<file path="config.mk">
export PLATFORM = sky130hd
export DESIGN_NAME = axi_lite_master_bridge
export DESIGN_NICKNAME = d
export VERILOG_FILES = /design/src/rtl/axi_lite_master_bridge.sv
export SDC_FILE = /design/constraint.sdc
export NUM_CORES = 1
export LEC_CHECK = 0
export BUFFER_PORTS_ARGS = -buffer_cell sky130_fd_sc_hd__buf_4
export CORE_ASPECT_RATIO = 0.6
export CORE_MARGIN = 5
export CORE_UTILIZATION = 39
export CTS_CLUSTER_SIZE = 20
export DETAILED_ROUTE_END_ITERATION = 8
export PLACE_DENSITY = 0.76
export SLEW_MARGIN = 10
export SYNTH_ARGS = -nofsm -noshare
export SYNTH_HDL_FRONTEND = slang
export SYNTH_SLANG_ARGS = --single-unit
</file>
<file path="constraint.sdc">
create_clock -name clk -period 1.3 [get_ports clk]
set_input_delay 0.13 -clock clk [delete_from_list [all_inputs] [get_ports clk]]
set_output_delay 0.13 -clock clk [all_outputs]
set_load 0.01 [all_outputs]
</file>
<file path="src/rtl/axi_lite_master_bridge.sv">
// AXI4-Lite initiator: turns a single-outstanding dmem-style request into AXI4-Lite transactions.
// Optional debug watchdog enabled by defining AXI_MASTER_TIMEOUT_EN.
module axi_lite_master_bridge #(
    parameter int unsigned ADDR_WIDTH     = 32,
    parameter int unsigned DATA_WIDTH     = 32,
    parameter int unsigned TIMEOUT_CYCLES = 1024
) (
    input  logic                      clk,
    input  logic                      rst,
    input  logic [ADDR_WIDTH-1:0]     req_addr,
    input  logic [DATA_WIDTH-1:0]     req_wdata,
    input  logic [DATA_WIDTH/8-1:0]   req_byte_enable,
    input  logic                      req_read,
    input  logic                      req_write,
    output logic [DATA_WIDTH-1:0]     req_rdata,
    output logic                      req_ready,
    output logic                      req_error,
    output logic [ADDR_WIDTH-1:0]     m_axi_awaddr,
    output logic [2:0]                m_axi_awprot,
    output logic                      m_axi_awvalid,
    input  logic                      m_axi_awready,
    output logic [DATA_WIDTH-1:0]     m_axi_wdata,
    output logic [DATA_WIDTH/8-1:0]   m_axi_wstrb,
    output logic                      m_axi_wvalid,
    input  logic                      m_axi_wready,
    input  logic [1:0]                m_axi_bresp,
    input  logic                      m_axi_bvalid,
    output logic                      m_axi_bready,
    output logic [ADDR_WIDTH-1:0]     m_axi_araddr,
    output logic [2:0]                m_axi_arprot,
    output logic                      m_axi_arvalid,
    input  logic                      m_axi_arready,
    input  logic [DATA_WIDTH-1:0]     m_axi_rdata,
    input  logic [1:0]                m_axi_rresp,
    input  logic                      m_axi_rvalid,
    output logic                      m_axi_rready
);

    localparam logic [2:0] S_IDLE    = 3'd0;
    localparam logic [2:0] S_WR_REQ  = 3'd1;
    localparam logic [2:0] S_WR_RESP = 3'd2;
    localparam logic [2:0] S_RD_REQ  = 3'd3;
    localparam logic [2:0] S_RD_RESP = 3'd4;
    localparam logic [2:0] S_DONE    = 3'd5;

    logic [2:0]              state_q, state_d;
    logic [ADDR_WIDTH-1:0]   addr_q, addr_d;
    logic [DATA_WIDTH-1:0]   wdata_q, wdata_d;
    logic [DATA_WIDTH/8-1:0] wstrb_q, wstrb_d;
    logic                    aw_done_q, aw_done_d;
    logic                    w_done_q, w_done_d;
    logic [DATA_WIDTH-1:0]   rdata_q, rdata_d;
    logic                    error_q, error_d;
    logic                    timeout_hit;
    logic                    aw_hs, w_hs, b_hs, ar_hs, r_hs;

`ifdef AXI_MASTER_TIMEOUT_EN
    logic [31:0] wait_cnt_q, wait_cnt_d;
    logic        waiting;

    assign waiting = (state_q == S_WR_REQ) || (state_q == S_WR_RESP) ||
                     (state_q == S_RD_REQ) || (state_q == S_RD_RESP);
    // Fires in the cycle whose increment would make the count reach the limit.
    assign timeout_hit = waiting && (wait_cnt_q == 32'(TIMEOUT_CYCLES - 1));

    always_comb begin
        wait_cnt_d = wait_cnt_q;
        if (state_q == S_IDLE) begin
            wait_cnt_d = '0;
        end else if (waiting) begin
            wait_cnt_d = wait_cnt_q + 32'd1;
        end
    end

    always_ff @(posedge clk) begin
        if (rst) begin
            wait_cnt_q <= '0;
        end else begin
            wait_cnt_q <= wait_cnt_d;
        end
    end
`else
    // Watchdog limit has no effect in this build.
    localparam int unsigned unused_timeout_cycles = TIMEOUT_CYCLES;
    assign timeout_hit = 1'b0;
`endif

    assign m_axi_awvalid = (state_q == S_WR_REQ) && !aw_done_q && !timeout_hit;
    assign m_axi_wvalid  = (state_q == S_WR_REQ) && !w_done_q && !timeout_hit;
    assign m_axi_bready  = (state_q == S_WR_RESP) && !timeout_hit;
    assign m_axi_arvalid = (state_q == S_RD_REQ) && !timeout_hit;
    assign m_axi_rready  = (state_q == S_RD_RESP) && !timeout_hit;
    assign req_ready     = (state_q == S_DONE);

    assign aw_hs = m_axi_awvalid && m_axi_awready;
    assign w_hs  = m_axi_wvalid && m_axi_wready;
    assign b_hs  = m_axi_bvalid && m_axi_bready;
    assign ar_hs = m_axi_arvalid && m_axi_arready;
    assign r_hs  = m_axi_rvalid && m_axi_rready;

    assign m_axi_awaddr = addr_q;
    assign m_axi_araddr = addr_q;
    assign m_axi_awprot = 3'b000;
    assign m_axi_arprot = 3'b000;
    assign m_axi_wdata  = wdata_q;
    assign m_axi_wstrb  = wstrb_q;
    assign req_rdata    = rdata_q;
    assign req_error    = error_q;

    always_comb begin
        state_d   = state_q;
        addr_d    = addr_q;
        wdata_d   = wdata_q;
        wstrb_d   = wstrb_q;
        aw_done_d = aw_done_q;
        w_done_d  = w_done_q;
        rdata_d   = rdata_q;
        error_d   = error_q;
        case (state_q)
            S_IDLE: begin
                if (req_write) begin
                    addr_d    = req_addr;
                    wdata_d   = req_wdata;
                    wstrb_d   = req_byte_enable;
                    error_d   = 1'b0;
                    aw_done_d = 1'b0;
                    w_done_d  = 1'b0;
                    state_d   = S_WR_REQ;
                end else if (req_read) begin
                    addr_d  = req_addr;
                    error_d = 1'b0;
                    state_d = S_RD_REQ;
                end
            end
            S_WR_REQ: begin
                // Same-cycle handshakes count towards leaving this state.
                aw_done_d = aw_done_q || aw_hs;
                w_done_d  = w_done_q || w_hs;
                if (aw_done_d && w_done_d) begin
                    state_d = S_WR_RESP;
                end
            end
            S_WR_RESP: begin
                if (b_hs) begin
                    error_d = (m_axi_bresp != 2'b00);
                    state_d = S_DONE;
                end
            end
            S_RD_REQ: begin
                if (ar_hs) begin
                    state_d = S_RD_RESP;
                end
            end
            S_RD_RESP: begin
                if (r_hs) begin
                    rdata_d = m_axi_rdata;
                    error_d = (m_axi_rresp != 2'b00);
                    state_d = S_DONE;
                end
            end
            S_DONE:  state_d = S_IDLE;
            default: state_d = S_IDLE;
        endcase
        if (timeout_hit) begin
            state_d = S_DONE;
            error_d = 1'b1;
            if ((state_q == S_RD_REQ) || (state_q == S_RD_RESP)) begin
                rdata_d = DATA_WIDTH'(32'hDEADBEEF);
            end
        end
    end

    always_ff @(posedge clk) begin
        if (rst) begin
            state_q   <= S_IDLE;
            addr_q    <= '0;
            wdata_q   <= '0;
            wstrb_q   <= '0;
            aw_done_q <= 1'b0;
            w_done_q  <= 1'b0;
            rdata_q   <= '0;
            error_q   <= 1'b0;
        end else begin
            state_q   <= state_d;
            addr_q    <= addr_d;
            wdata_q   <= wdata_d;
            wstrb_q   <= wstrb_d;
            aw_done_q <= aw_done_d;
            w_done_q  <= w_done_d;
            rdata_q   <= rdata_d;
            error_q   <= error_d;
        end
    end

endmodule

</file>
==> impl_metrics.prom <==
# TYPE chip_impl_metric gauge
chip_impl_metric{name="sequentialPowerShare",unit="%"} 37.9
chip_impl_metric{name="fp.coreArea",unit="mm^2"} 0.0107
chip_impl_info{name="yosysMostFrequentCell",value="sky130_fd_sc_hd__nand2_1"} 1
chip_impl_metric{name="place.detailed.instances",unit=""} 869
chip_impl_metric{name="dieWidth",unit="um"} 146
chip_impl_metric{name="hold_ws",unit="ps"} 21.3
chip_impl_metric{name="synth_top_cell_area_share",unit="%"} 49.2
chip_impl_metric{name="largest_net_degree_at_the_start_of_global_routing",unit=""} 54
chip_impl_info{name="cts_root_buf",value="sky130_fd_sc_hd__clkbuf_16"} 1
chip_impl_info{name="post-synth-top-area-cell",value="sky130_fd_sc_hd__dfxtp_1"} 1
chip_impl_metric{name="final-instance-count-excl-fill",unit=""} 940
chip_impl_info{name="timing_worst_setup_path_type",value="reg2reg"} 1
chip_impl_metric{name="synth_async_sr_flop_share",unit="%"} 0
chip_impl_metric{name="worstHoldPathCells",unit=""} 3
chip_impl_metric{name="fraction_of_final_layout_cells_with_drive_strength_greater_than_1",unit="%"} 65.9
chip_impl_metric{name="cts_hold_repair.buffers",unit=""} 0
chip_impl_metric{name="cts_sinks",unit=""} 106
chip_impl_info{name="grt_setup_unrepaired",value="true"} 1
chip_impl_metric{name="timing.fmax",unit="GHz"} 0.622
chip_impl_metric{name="total_power",unit="W"} 0.00978
chip_impl_info{name="synth.cells.most_frequent",value="136 x sky130_fd_sc_hd__nand2_1, 106 x sky130_fd_sc_hd__dfxtp_1, 103 x sky130_fd_sc_hd__a21oi_1"} 1
chip_impl_metric{name="cts_made_buffers",unit=""} 9
chip_impl_info{name="violations",value="setup timing"} 1
chip_impl_metric{name="drc",unit=""} 0
chip_impl_info{name="synth_flop_cell",value="sky130_fd_sc_hd__dfxtp_1"} 1
chip_impl_metric{name="setup_viol",unit=""} 112
chip_impl_info{name="critical_path.reg2reg.startpoint",value="state_q[0]$_SDFFE_PP0P_"} 1
chip_impl_info{name="cells_taking_the_most_area_after_synthesis",value="sky130_fd_sc_hd__dfxtp_1 49%, sky130_fd_sc_hd__a21oi_1 12%, sky130_fd_sc_hd__nand2_1 12%"} 1
chip_impl_metric{name="finalCritPeriodShare",unit="%"} 124
chip_impl_metric{name="maxSlewViolCount",unit=""} 0
chip_impl_info{name="critical_path.endpoint_type",value="flip-flop"} 1
chip_impl_metric{name="die-area",unit="mm^2"} 0.0133
chip_impl_metric{name="io-pin-count",unit=""} 258
chip_impl_metric{name="place.detailed.hpwl",unit="um"} 10300
chip_impl_metric{name="yosys_register_bits",unit=""} 106
chip_impl_metric{name="worstPathArrival",unit="ps"} 1830
chip_impl_info{name="min-delay-path-class",value="in2reg"} 1
chip_impl_metric{name="synth-edff-count",unit=""} 0
chip_impl_info{name="worst_hold_path.endpoint",value="req_rdata[2]$_SDFFE_PP0P_"} 1
chip_impl_metric{name="num_rows",unit=""} 29
chip_impl_metric{name="cts.reportedPaths.clkPinSlew",unit="ps"} 80
chip_impl_metric{name="grt_first_pass_wirelength",unit="um"} 25700
chip_impl_metric{name="antennaDiodeCount",unit=""} 0
chip_impl_metric{name="routed_wirelength",unit="um"} 18300
chip_impl_info{name="status",value="complete, but fails checks"} 1
chip_impl_metric{name="ys_seq_area_share",unit="%"} 49.2
chip_impl_metric{name="ctsHtreeMaxLevel",unit=""} 3
chip_impl_metric{name="final_nets",unit=""} 909
chip_impl_metric{name="gp_congestion",unit=""} 0.811
chip_impl_metric{name="grt_antenna_before_repair",unit=""} 0
chip_impl_metric{name="postRouteAntennaNets",unit=""} 0
chip_impl_metric{name="grt_pass1_vias",unit=""} 4838
chip_impl_metric{name="pwr-share-comb",unit="%"} 33.5
chip_impl_metric{name="first_pass_iters",unit=""} 5
chip_impl_metric{name="power_density",unit="mW/mm^2"} 1190
chip_impl_metric{name="p_sw",unit="W"} 0.00297
chip_impl_metric{name="yosys_warnings",unit=""} 0
chip_impl_metric{name="gr-usage-all-layers",unit="%"} 23.6
chip_impl_metric{name="fin_crit",unit="ps"} 1610
chip_impl_metric{name="internal-power",unit="W"} 0.00681
chip_impl_metric{name="vias_per_cell",unit=""} 5.23
chip_impl_metric{name="areaGrowthSynthToFinish",unit="%"} 91.2
chip_impl_metric{name="worst_slack",unit="ps"} -307
chip_impl_metric{name="detailedRoute.firstIterationViolations",unit=""} 209
chip_impl_info{name="tritoncts",value="yes"} 1
chip_impl_metric{name="power.share.switching",unit="%"} 30.4
chip_impl_info{name="critical_path.startpoint_type",value="flip-flop"} 1
chip_impl_metric{name="worst_ep_required_time",unit="ps"} 1530
chip_impl_metric{name="ff2ff_setup_slack",unit="ps"} -310
chip_impl_metric{name="max-clock-path-buffers",unit=""} 2
chip_impl_metric{name="worst_skew_pair.late_latency",unit="ps"} 350
chip_impl_metric{name="final.setup_skew",unit="ps"} 9.69
chip_impl_metric{name="cells_on_worst_reg2reg_path",unit=""} 6
chip_impl_metric{name="timing.final.hold_violations",unit=""} 0
chip_impl_metric{name="initial_utilization",unit="%"} 40.4
chip_impl_info{name="r2r_end",value="m_axi_wdata[10]$_SDFFE_PP0P_"} 1
chip_impl_metric{name="p_leak",unit="nW"} 3.57
chip_impl_metric{name="clockPowerShare",unit="%"} 28.6
chip_impl_metric{name="global_route.overflow_total",unit=""} 0
chip_impl_metric{name="synthDistinctLibCells",unit=""} 36
chip_impl_info{name="hold_start",value="m_axi_rdata[2]"} 1
chip_impl_metric{name="syn-instance-count",unit=""} 536
chip_impl_metric{name="final_core_util",unit="%"} 77.3
chip_impl_metric{name="floorplan.die.height",unit="um"} 91.4
chip_impl_metric{name="fillerInstances",unit=""} 675
chip_impl_metric{name="portBuffers",unit=""} 251
chip_impl_metric{name="synth.avg_cell_area",unit="um^2"} 8.04
chip_impl_metric{name="via_count_of_the_routed_design",unit=""} 4915
chip_impl_metric{name="max_cap_viol_count",unit=""} 0
chip_impl_metric{name="post_synthesis_instance_area",unit="mm^2"} 0.00431
chip_impl_metric{name="irDropWorstVdd",unit="mV"} 0.904
chip_impl_metric{name="avgRoutedWirePerCell",unit="um"} 19.5
chip_impl_metric{name="cp_max_fo",unit=""} 5
stage by stage:
step | setup TNS, ps | instance area, um^2 | setup slack (ps)
6_report | -23210 | 8240 | -307
5_1_grt | -28560 | 8240 | -342
4_1_cts | -22170 | 7570 | -284
3_5_place_dp | -6240 | 6140 | -106
3_3_place_gp | -3420 | 6140 | -89.0
2_1_floorplan | -3550 | 4340 | -70.5
cells in the final DEF (no fill, tap or decap), types with 3 or more instances in the layout:
cell / instances
sky130_fd_sc_hd__o21ai_4: 10
sky130_fd_sc_hd__conb_1: 6
sky130_fd_sc_hd__buf_6: 33
sky130_fd_sc_hd__nand2_2: 48
sky130_fd_sc_hd__buf_8: 5
sky130_fd_sc_hd__a21oi_2: 43
sky130_fd_sc_hd__o21ai_2: 23
sky130_fd_sc_hd__buf_4: 258
sky130_fd_sc_hd__or3_4: 3
sky130_fd_sc_hd__dfxtp_1: 103
sky130_fd_sc_hd__nor2_4: 4
sky130_fd_sc_hd__buf_12: 13
sky130_fd_sc_hd__clkbuf_16: 14
sky130_fd_sc_hd__nand2_1: 65
sky130_fd_sc_hd__nor2_1: 3
sky130_fd_sc_hd__nand3_1: 18
sky130_fd_sc_hd__nand3_4: 3
sky130_fd_sc_hd__buf_16: 12
sky130_fd_sc_hd__a21oi_1: 60
sky130_fd_sc_hd__nand3_2: 11
sky130_fd_sc_hd__nand2_4: 23
layout make-up:
class	instances	area (um^2)	share of cell area (%)
timing repair buffer	326	3100	37.6
multi-input combinational	349	2520	30.5
sequential	106	2130	25.8
clock buffer	11	243	2.94
tap	139	174	2.11
clock inverter	5	61.3	0.744
inverter	4	17.5	0.213
layer usage:
metal  global-route usage, %  share of wire (%)  up-vias
met3                    8.26                8.5       31
li1                        -                  -     2296
met2                    40.3                 51      235
met1                    28.0                 39     2353
met5                       0                  0        -
met4                    7.53                1.9        0
worst max path at each step:
stage | slack (ps) | to | start | depth (start not counted)
2_1_floorplan | -70 | m_axi_wdata[24]$_SDFFE_PP0P_ | state_q[1]$_SDFFE_PP0P_ | 5
3_3_place_gp | -90 | state_q[0]$_SDFFE_PP0P_ | state_q[1]$_SDFFE_PP0P_ | 4
3_5_place_dp | -110 | m_axi_araddr[1]$_SDFFE_PP0P_ | state_q[1]$_SDFFE_PP0P_ | 6
4_1_cts | -280 | m_axi_wvalid | state_q[0]$_SDFFE_PP0P_ | 5
5_1_grt | -340 | req_rdata[22]$_SDFFE_PP0P_ | state_q[0]$_SDFFE_PP0P_ | 7
6_report | -310 | m_axi_wdata[10]$_SDFFE_PP0P_ | state_q[0]$_SDFFE_PP0P_ | 6
power groups by stage:
stage | clock (W) | sequential (W) | combinational, W
after floorplan | 0 | 0.00378 | 0.000947
after global placement | 0 | 0.00370 | 0.00189
after detailed placement | 0 | 0.00372 | 0.00193
after CTS | 0.00284 | 0.00366 | 0.00292
after global routing | 0.00296 | 0.00373 | 0.00345
final | 0.00280 | 0.00370 | 0.00328
flip-flops by register name, summed over array words and instances (netlist names):
register / count
m_axi_wstrb: 4
state_q: 3
req_rdata: 32
m_axi_araddr: 32
aw_done_q: 1
w_done_q: 1
req_error: 1
m_axi_wdata: 32
what timing repair did:
action                                  4_1_cts  5_1_grt
gates cloned                                 18        6
setup buffers                                30       14
pin swaps                                    70       86
gates resized for setup                     149      180
endpoints found under the setup margin      108      112
hold endpoints to repair                      0        0
critical path, cell delays in order, from the launching register on:
cell and delay, ps:
sky130_fd_sc_hd__dfxtp_4 360, sky130_fd_sc_hd__buf_6 120, sky130_fd_sc_hd__or4b_4 580, sky130_fd_sc_hd__buf_6 170
sky130_fd_sc_hd__buf_16 140, sky130_fd_sc_hd__nand2_1 70, sky130_fd_sc_hd__a21oi_1 60
logic make-up (layout without fill, tap and decap cells):
group | Yosys count | after routing | share of synthesized area [%]
muxes | 2 | 2 | 0.522
DFF | 106 | 106 | 49.2
and+or+nand+nor | 194 | 194 | 19.8
other | 1 | 6 | 0.0870
buffers and inverters | 86 | 346 | 12.5
AOI/OAI and AO/OA | 147 | 147 | 17.8
Power figures use the tool's default switching activity.
